$ cat src/rtl/rv64_instruction_encoder.sv
// rv64_instruction_encoder
//   Turns field-level instruction requests into 32-bit RV64IM instruction words. This is the
//   inverse of the pipeline decoder. Each request produces one registered output word, or two
//   when an LI pseudo-op expands to LUI + ADDIW. Illegal immediates produce a single zero word
//   with out_error set.
//
//   Build option: define ENCODER_LI_EXPAND_EN to enable LI expansion (the FIRST state and the
//   ADDIW holding register). Without it, in_kind=7 produces the error word.
//
// Ports
//   clk, reset_n        : clock, asynchronous active-low reset
//   in_valid/in_ready   : request handshake
//   in_kind             : 0=R 1=I 2=S 3=B 4=U 5=J 6=I-shift 7=LI
//   in_opcode, in_funct3, in_funct7, in_rd, in_rs1, in_rs2, in_imm : request fields
//   out_valid/out_ready : output handshake
//   out_instruction     : encoded word (0 on error)
//   out_last            : final word of the request
//   out_error           : request was illegal
module rv64_instruction_encoder (
  input  logic        clk,
  input  logic        reset_n,
  input  logic        in_valid,
  output logic        in_ready,
  input  logic [2:0]  in_kind,
  input  logic [6:0]  in_opcode,
  input  logic [2:0]  in_funct3,
  input  logic [6:0]  in_funct7,
  input  logic [4:0]  in_rd,
  input  logic [4:0]  in_rs1,
  input  logic [4:0]  in_rs2,
  input  logic [63:0] in_imm,
  output logic        out_valid,
  input  logic        out_ready,
  output logic [31:0] out_instruction,
  output logic        out_last,
  output logic        out_error
);

  localparam logic [2:0] KindR     = 3'd0;
  localparam logic [2:0] KindI     = 3'd1;
  localparam logic [2:0] KindS     = 3'd2;
  localparam logic [2:0] KindB     = 3'd3;
  localparam logic [2:0] KindU     = 3'd4;
  localparam logic [2:0] KindJ     = 3'd5;
  localparam logic [2:0] KindShift = 3'd6;

  typedef enum logic [1:0] {
    StIdle  = 2'd0,
    StOne   = 2'd1
`ifdef ENCODER_LI_EXPAND_EN
    ,
    StFirst = 2'd2
`endif
  } state_e;

  state_e      r_state;
  logic [31:0] r_instr;
  logic        r_last;
  logic        r_error;

  logic [31:0] w_word;
  logic        w_err;
  logic        w_accept;
  logic        w_hs;

  // Immediate range checks: a value fits an N-bit signed field when bits [63:N-1] all match.
  logic w_fit12, w_fit13, w_fit21, w_fit32;
  assign w_fit12 = (in_imm[63:11] == '0) || (in_imm[63:11] == '1);
  assign w_fit13 = (in_imm[63:12] == '0) || (in_imm[63:12] == '1);
  assign w_fit21 = (in_imm[63:20] == '0) || (in_imm[63:20] == '1);
  assign w_fit32 = (in_imm[63:31] == '0) || (in_imm[63:31] == '1);

`ifdef ENCODER_LI_EXPAND_EN
  logic [31:0] r_pending;
  logic [31:0] w_second;
  logic        w_two;
  logic [19:0] w_hi20;
  logic [11:0] w_lo12;
  // (imm + 0x800) >> 12 equals imm[31:12] plus a carry out of the low 12 bits, which occurs
  // exactly when imm[11] is set; 20-bit wrap matches the 32-bit wrap.
  assign w_hi20 = in_imm[31:12] + {19'd0, in_imm[11]};
  assign w_lo12 = in_imm[11:0];
`endif

  always_comb begin
    w_word = '0;
    w_err  = 1'b0;
`ifdef ENCODER_LI_EXPAND_EN
    w_two    = 1'b0;
    w_second = '0;
`endif
    unique case (in_kind)
      KindR: w_word = {in_funct7, in_rs2, in_rs1, in_funct3, in_rd, in_opcode};
      KindI: begin
        w_err  = !w_fit12;
        w_word = {in_imm[11:0], in_rs1, in_funct3, in_rd, in_opcode};
      end
      KindS: begin
        w_err  = !w_fit12;
        w_word = {in_imm[11:5], in_rs2, in_rs1, in_funct3, in_imm[4:0], in_opcode};
      end
      KindB: begin
        w_err  = !w_fit13 || in_imm[0];
        w_word = {in_imm[12], in_imm[10:5], in_rs2, in_rs1, in_funct3, in_imm[4:1], in_imm[11],
                  in_opcode};
      end
      KindU: begin
        w_err  = !w_fit32 || (in_imm[11:0] != 12'd0);
        w_word = {in_imm[31:12], in_rd, in_opcode};
      end
      KindJ: begin
        w_err  = !w_fit21 || in_imm[0];
        w_word = {in_imm[20], in_imm[10:1], in_imm[11], in_imm[19:12], in_rd, in_opcode};
      end
      KindShift: begin
        w_err  = (in_imm[63:6] != '0);
        w_word = {in_funct7[6:1], in_imm[5:0], in_rs1, in_funct3, in_rd, in_opcode};
      end
      default: begin
`ifdef ENCODER_LI_EXPAND_EN
        w_err = !w_fit32;
        if (w_hi20 == 20'd0) begin
          w_word = {w_lo12, 5'd0, 3'b000, in_rd, 7'h13};
        end else if (w_lo12 == 12'd0) begin
          w_word = {w_hi20, in_rd, 7'h37};
        end else begin
          w_word   = {w_hi20, in_rd, 7'h37};
          w_second = {w_lo12, in_rd, 3'b000, in_rd, 7'h1B};
          w_two    = !w_err;
        end
`else
        w_err = 1'b1;
`endif
      end
    endcase
    if (w_err) begin
      w_word = '0;
    end
  end

  assign out_valid       = (r_state != StIdle);
  assign w_hs            = out_valid && out_ready;
  assign in_ready        = (r_state == StIdle) || (w_hs && (r_state == StOne));
  assign w_accept        = in_valid && in_ready;
  assign out_instruction = r_instr;
  assign out_last        = r_last;
  assign out_error       = r_error;

  always_ff @(posedge clk or negedge reset_n) begin
    if (!reset_n) begin
      r_state   <= StIdle;
      r_instr   <= '0;
      r_last    <= 1'b0;
      r_error   <= 1'b0;
`ifdef ENCODER_LI_EXPAND_EN
      r_pending <= '0;
`endif
    end else begin
      unique case (r_state)
        StIdle, StOne: begin
          if (w_accept) begin
            r_instr <= w_word;
            r_error <= w_err;
`ifdef ENCODER_LI_EXPAND_EN
            r_pending <= w_second;
            r_last    <= !w_two;
            r_state   <= w_two ? StFirst : StOne;
`else
            r_last  <= 1'b1;
            r_state <= StOne;
`endif
          end else if (w_hs) begin
            r_state <= StIdle;
          end
        end
`ifdef ENCODER_LI_EXPAND_EN
        StFirst: begin
          if (w_hs) begin
            r_instr <= r_pending;
            r_last  <= 1'b1;
            r_state <= StOne;
          end
        end
`endif
        default: r_state <= StIdle;
      endcase
    end
  end

endmodule

$ cat config.mk
export PLATFORM = sky130hd
export DESIGN_NAME = rv64_instruction_encoder
export DESIGN_NICKNAME = d
export VERILOG_FILES = /design/src/rtl/rv64_instruction_encoder.sv
export SDC_FILE = /design/constraint.sdc
export NUM_CORES = 1
export LEC_CHECK = 0
export BUFFER_PORTS_ARGS = -buffer_cell sky130_fd_sc_hd__buf_2
export CAP_MARGIN = 20
export CORE_MARGIN = 8
export CORE_UTILIZATION = 50
export DETAILED_ROUTE_END_ITERATION = 12
export GPL_ROUTABILITY_DRIVEN = 0
export PLACE_DENSITY_LB_ADDON = 0.05
export RECOVER_POWER = 100
export SETUP_SLACK_MARGIN = 0.4
export SYNTH_ARGS = -nofsm -noshare
export SYNTH_HDL_FRONTEND = slang
export SYNTH_SLANG_ARGS = --single-unit
$ cat constraint.sdc
create_clock -name clk -period 3.5 [get_ports clk]
set_input_delay 0.35 -clock clk [delete_from_list [all_inputs] [get_ports clk]]
set_output_delay 0.35 -clock clk [all_outputs]
set_load 0.02 [all_outputs]
==> flow_metrics.tcl, run 1 <==
set metrics [dict create \
    fill_cells 497 \
    wl_mm 9.08 \
    syn_inst 316 \
    synthSimpleGateAreaFrac_pct 22.3 \
    cts_htree_levels 2 \
    nNetsFinal 546 \
    wl_met1_mm 3.95 \
    drive_gt1_share_pct 28.4 \
    yosysWarningCount 0 \
    synth_xor_area_share_pct 0 \
    cts_hold_buf 0 \
    yosys-top-cells-area "dfrtp_1 (33%), o31ai_2 (14%), o21ai_0 (7.5%)" \
    floorplan.rows 26 \
    maxCapViolations 1 \
    rsz0062_at_grt "false" \
    fin_area_sq_mm 0.00335 \
    worstMarginPinSlew_ps 1810 \
    cp_slowest_stage_delay_ps 520 \
    setup_viol 0 \
    dp_slack_ps 733 \
    cts_tree "done" \
    finalPower_w 0.00118 \
    slowest_stage "nand4_1" \
    gr-total-overflow 0 \
    maxSlewHeadroom_pct -20.9 \
    p_leak_nw 1.48 \
    synth_area_leader_cell "dfrtp_1" \
    crit_required_ps 3680 \
    drtIter0Drc 204 \
    grt_pass1_wl_mm 14.4 \
    ys_seq_elements 35 \
    avgSynthCellArea_sq_um 8.48 \
    cp-end-kind "register" \
    initial_core_util_pct 52.1 \
    grt_max_degree 36 \
    synth_top_area_share_pct 32.7 \
    dpl.cell_count 505 \
    worst_slack_ps 854 \
    fin_tns_setup_ps 0 \
    numPortBuffers 138 \
    crit_top_cell "nand4_1" \
    avgViaCountPerCell 5.90 \
    period_needed_ps 2650 \
    synth_nets 419 \
    synth-edff-count 0 \
    syn-cell-area_sq_mm 0.00268 \
    synth-main-ff-cell "dfrtp_1" \
    clk_latency_ps 290 \
    clock_skew_ps 5.83 \
    violations "max-capacitance violations, max-slew violations" \
    clock_sinks 35 \
    area_growth_pct 25.1 \
    seq_area_frac_synth_pct 32.7 \
    p_per_area_mw_per_mm2 352 \
    instances_no_fill 514 \
    hold_viol_final 0 \
    final_max_slew_viol_count 36 \
    yosysMostFrequentCell "nand2_1" \
    rr_worst_depth 5 \
    status "finished, violations left" \
    met2_length_mm 4.25 \
    dpl.hpwl_mm 7.02 \
    fmax_ghz 0.378 \
    clockBufferDepth 2 \
    cts_resized 0 \
    vias 3035 \
    design.core.area_sq_mm 0.00514 \
    wl_met3_um 774 \
    grt_use_total_pct 23.0 \
    critPathArrivalTime_ps 2830 \
    placed_area_sq_mm 0.00340 \
    ys_async_sr_fraction_pct 100 \
    synth_common_cells "nand2_1 (47), o21ai_0 (40), dfrtp_1 (35)" \
    dr.pass1.iters 4 \
    synthMuxAreaShare_pct 5.70 \
    drcViolationCount 0 \
    postCtsSetupBuffers 0 \
    wl_per_cell_um 17.7 \
    crit_path_start_kind "input pin" \
    min-delay-path-class "input pin to register" \
    grt_pass1_vias 3028 \
    synth_cell_types 37 \
    ant_nets 0 \
    diodes 0 \
    fp.dieH_um 89.2 \
    top_layer "met4" \
    ios 139 \
    cts_buffers 5 \
    synth_fa_ha_area_share_pct 0 \
    holdPathStages 2 \
    path_cells "clkbuf_1, nor4_1, nand4_1, mux2_1, a22oi_1, nand4_1, buf_12, o31ai_1" \
    synth_top_family_by_area "compound AO/OA/AOI/OAI gates" \
    clk_pin_slew_ps 70 \
    die_area_sq_mm 0.00796 \
    worstSetupPathType "input pin to register" \
    min_period_over_period_pct 75.6 \
    die_w_um 89.2 \
    root_buffer "clkbuf_8" \
    vdd_drop_max_mv 0.214 \
    antenna_found_initial 0 \
    synth-compound-area-share_pct 34.3 \
    crit_fanout 24 \
]
## cell families after synthesis
group                  count (synthesis)
multiplexers                          15
buffers and inverters                 27
AO/OA/AOI/OAI                        117
AND/OR/NAND/NOR                      122
flip-flops                            35
## cell type report
| cell class | instances | area [sq um] | area share (%) |
|---|---|---|---|
| Clock inverter | 3 | 43.8 | 1.31 |
| Sequential cell | 35 | 876 | 26.1 |
| Multi-Input combinational cell | 254 | 1570 | 46.8 |
| Timing Repair Buffer | 144 | 697 | 20.8 |
| Inverter | 3 | 11.3 | 0.336 |
| Clock buffer | 5 | 68.8 | 2.05 |
| Tap cell | 70 | 87.6 | 2.61 |
## critical path, delay by kind of cell
family	cells	cell delay (ps)
buf+inv	2	470
mux	1	330
simple gates	3	1220
compound gates	2	470
## registers in the layout (all words and copies together), names as in the netlist
register         flops
out_error            1
out_instruction     32
out_last             1
r_state              1
## power breakdown
group	total (W)	switching [W]	internal [W]
registers	0.000463	0.0000218	0.000441
logic	0.000350	0.000222	0.000129
clock network	0.000367	0.000155	0.000212
total	0.00118	0.000398	0.000782
## cell usage in the layout, fill, tap and decap left out, types with 5 or more instances in the layout
cell type  Yosys  final
buf_2          7    100
o31ai_1        2     25
o31ai_2       30      7
clkbuf_1      14     39
a22o_1        13     13
clkbuf_8       0      5
nor4_1        12     12
nor2_1        25     24
a21oi_1       11     10
dfrtp_1       35     35
nand2_1       47     47
nand3_1        5      5
a211oi_1       5      5
mux2i_1       13     13
nand4_1       14     15
o21ai_0       40     40
## metrics by stage
step / hold slack (ps) / utilization [%]
floorplan: 54.4 / -
global placement: 445 / 66.2
detailed placement: 468 / 66.2
CTS: 151 / 68.4
global route: 288 / 65.2
finish: 288 / 65.2
## per-layer routing
metal	global-route usage, %	vias to the layer above
li1	-	1465
met1	30.6	1419
met2	36.0	141
met3	5.51	10
met4	6.50	0
met5	0	-
## worst paths after layout
path | start | endpoint | slack [ps]
hold reg to reg | out_instruction[2]$_DFFE_PN0P_ | out_instruction[2]$_DFFE_PN0P_ | 480
max in group asynchronous | reset_n | out_instruction[22]$_DFFE_PN0P_ | 1910
setup reg to reg | r_state[0]$_DFFE_PN0P_ | out_instruction[21]$_DFFE_PN0P_ | 1510
min in group asynchronous | reset_n | out_instruction[30]$_DFFE_PN0P_ | 540
hold / removal | in_valid | r_state[0]$_DFFE_PN0P_ | 290
setup / recovery | in_imm[7] | out_instruction[21]$_DFFE_PN0P_ | 850
(Power assumes the default switching activity.)
==> inputs of run 2 (changes only) <==
Settings changed: CORE_UTILIZATION 50 to 46.
Clock period 3.5 ns to 2.6 ns, I/O delays scaled along.
==> run 2 against run 1 <==
Net effect: the run still ends with max-capacitance violations, max-slew violations left; flip-flop and latch count unchanged; clock skew up 3.7 ps; power up 25%; critical endpoint is now out_instruction[10]$_DFFE_PN0P_; combinational power up 36%; via count down 0.89%; clock-buffer cell count unchanged; register-to-register slack worse by 890 ps; setup slack worse by 400 ps; final area up 0.63%; non-clock buffer count up 7; largest cell class unchanged; global-route usage down 2.2 points; sequential power up 35%.
==> flow_metrics.tcl, run 2 (synthesis results as in run 1) <==
set metrics [dict create \
    grt_pass1_vias 3128 \
    fin_tns_setup_ps 0 \
    fmax_ghz 0.466 \
    final_core_util_pct 60.5 \
    largest_reg_flops 32 \
    drive_gt1_share_pct 28.8 \
    p_per_area_mw_per_mm2 436 \
    setup_viol 0 \
    avgViaCountPerCell 5.75 \
    numPortBuffers 138 \
    cts_htree_levels 2 \
    antenna_found_initial 0 \
    crit_required_ps 2780 \
    clock_sinks 35 \
    final_max_slew_viol_count 36 \
    min_period_over_period_pct 82.5 \
    status "finished, violations left" \
    vias 3008 \
    ios 139 \
    violations "max-capacitance violations, max-slew violations" \
    ant_nets 0 \
    multiInputGateArea_sq_mm 0.00155 \
    clk_pin_slew_ps 70 \
    worstMarginPinSlew_ps 1850 \
    dr.pass1.iters 4 \
    diodes 0 \
    fin_area_sq_mm 0.00337 \
    wl_mm 8.96 \
    path_cells "buf_2, or4_1, nor4_1, nand4_1, o21ai_0, nand4_2, buf_4, o31ai_1" \
    die_w_um 92.3 \
    layout_commonest_cell "buf_2" \
    cp-end-kind "register" \
    crit_path_start_kind "input pin" \
    cts_buffers 5 \
    design.core.area_sq_mm 0.00557 \
    initial_core_util_pct 48.1 \
    instances_no_fill 523 \
    cts_tree "done" \
    layout_common_cells "buf_2 (101), nand2_1 (47), o21ai_0 (41)" \
    hold_ws_ps 216 \
    fp.dieH_um 92.3 \
    worstSetupPathType "input pin to register" \
    cp_slowest_stage_delay_ps 550 \
    critPathArrivalTime_ps 2330 \
    min-delay-path-class "input pin to register" \
    cp_top_family "simple AND/OR/NAND/NOR gates" \
    clockBufferDepth 2 \
    floorplan.rows 27 \
    fill_cells 601 \
    clock_skew_ps 9.53 \
    maxCapViolations 1 \
    nNetsFinal 553 \
    dpl.hpwl_mm 7.23 \
    placed_area_sq_mm 0.00347 \
    grt_max_degree 36 \
    drcViolationCount 0 \
    seqCellArea_sq_um 876 \
    root_buffer "clkbuf_8" \
    cp.buffers_inverters 2 \
    clk_latency_ps 280 \
    slowest_stage "or4_1" \
    cts_resized 0 \
    crit_fanout 17 \
    hold_viol_final 0 \
    maxSlewHeadroom_pct -23.6 \
    die_area_sq_mm 0.00852 \
    area_growth_pct 25.9 \
    wl_per_cell_um 17.1 \
    drtIter0Drc 169 \
    p_leak_nw 1.50 \
    vdd_drop_max_mv 0.279 \
    gr-total-overflow 0 \
    grt_use_total_pct 20.8 \
    rsz0062_at_grt "false" \
    period_needed_ps 2150 \
    grt_pass1_wl_mm 14.8 \
    dpl.cell_count 514 \
]
## run 2: cell count changes in the layout (fill, tap and decap cells not counted), sizes merged
cell / previous run / this run
buf: 105 / 113
bufinv: 1 / 0
clkbuf: 44 / 43
clkinv: 2 / 3
## run 2: layer usage
metal  vias to the layer above  GRT usage, %  wire length (um)
li1                       1489             -                 -
met1                      1400          26.2              3990
met2                       114          34.6              4190
met3                         5          5.41               699
met4                         0          5.10                72
met5                         -             0                 0
## run 2: worst paths after layout
kind                       cells past startpoint                    from                              end  slack, ps
setup / recovery                               8              in_imm[41]  out_instruction[10]$_DFFE_PN0P_        450
hold / removal                                 2                in_valid           r_state[0]$_DFFE_PN0P_        220
setup reg to reg                               5  r_state[0]$_DFFE_PN0P_  out_instruction[30]$_DFFE_PN0P_        620
hold reg to reg                                1    out_last$_DFFE_PN0P_             out_last$_DFFE_PN0P_        480
max in group asynchronous                      1                 reset_n  out_instruction[21]$_DFFE_PN0P_       1050
min in group asynchronous                      1                 reset_n  out_instruction[16]$_DFFE_PN0P_        480
## run 2: layout make-up
cell class	instances	share of cell area, %
clock inverter	3	0.445
multi-input combinational	254	45.9
clock buffer	5	2.04
sequential	35	26.0
timing repair buffer	151	22.6
inverter	3	0.334
tap	72	2.67
## run 2: power breakdown
| group | internal, W | switching [W] |
|---|---|---|
| registers | 0.000594 | 0.0000283 |
| logic | 0.000180 | 0.000295 |
| clock network | 0.000183 | 0.000190 |
## run 2: timing repair
item / CTS / global route
hold buffers: 0 / 0
buffers inserted: 0 / 1
setup endpoints to repair: 0 / 1
## run 2: metrics by stage
stage	setup slack, ps	power [W]
floorplan	558	0.000928
global placement	321	0.00115
global route	275	0.00156
detailed placement	267	0.00116
CTS	561	0.00153
finish	455	0.00147
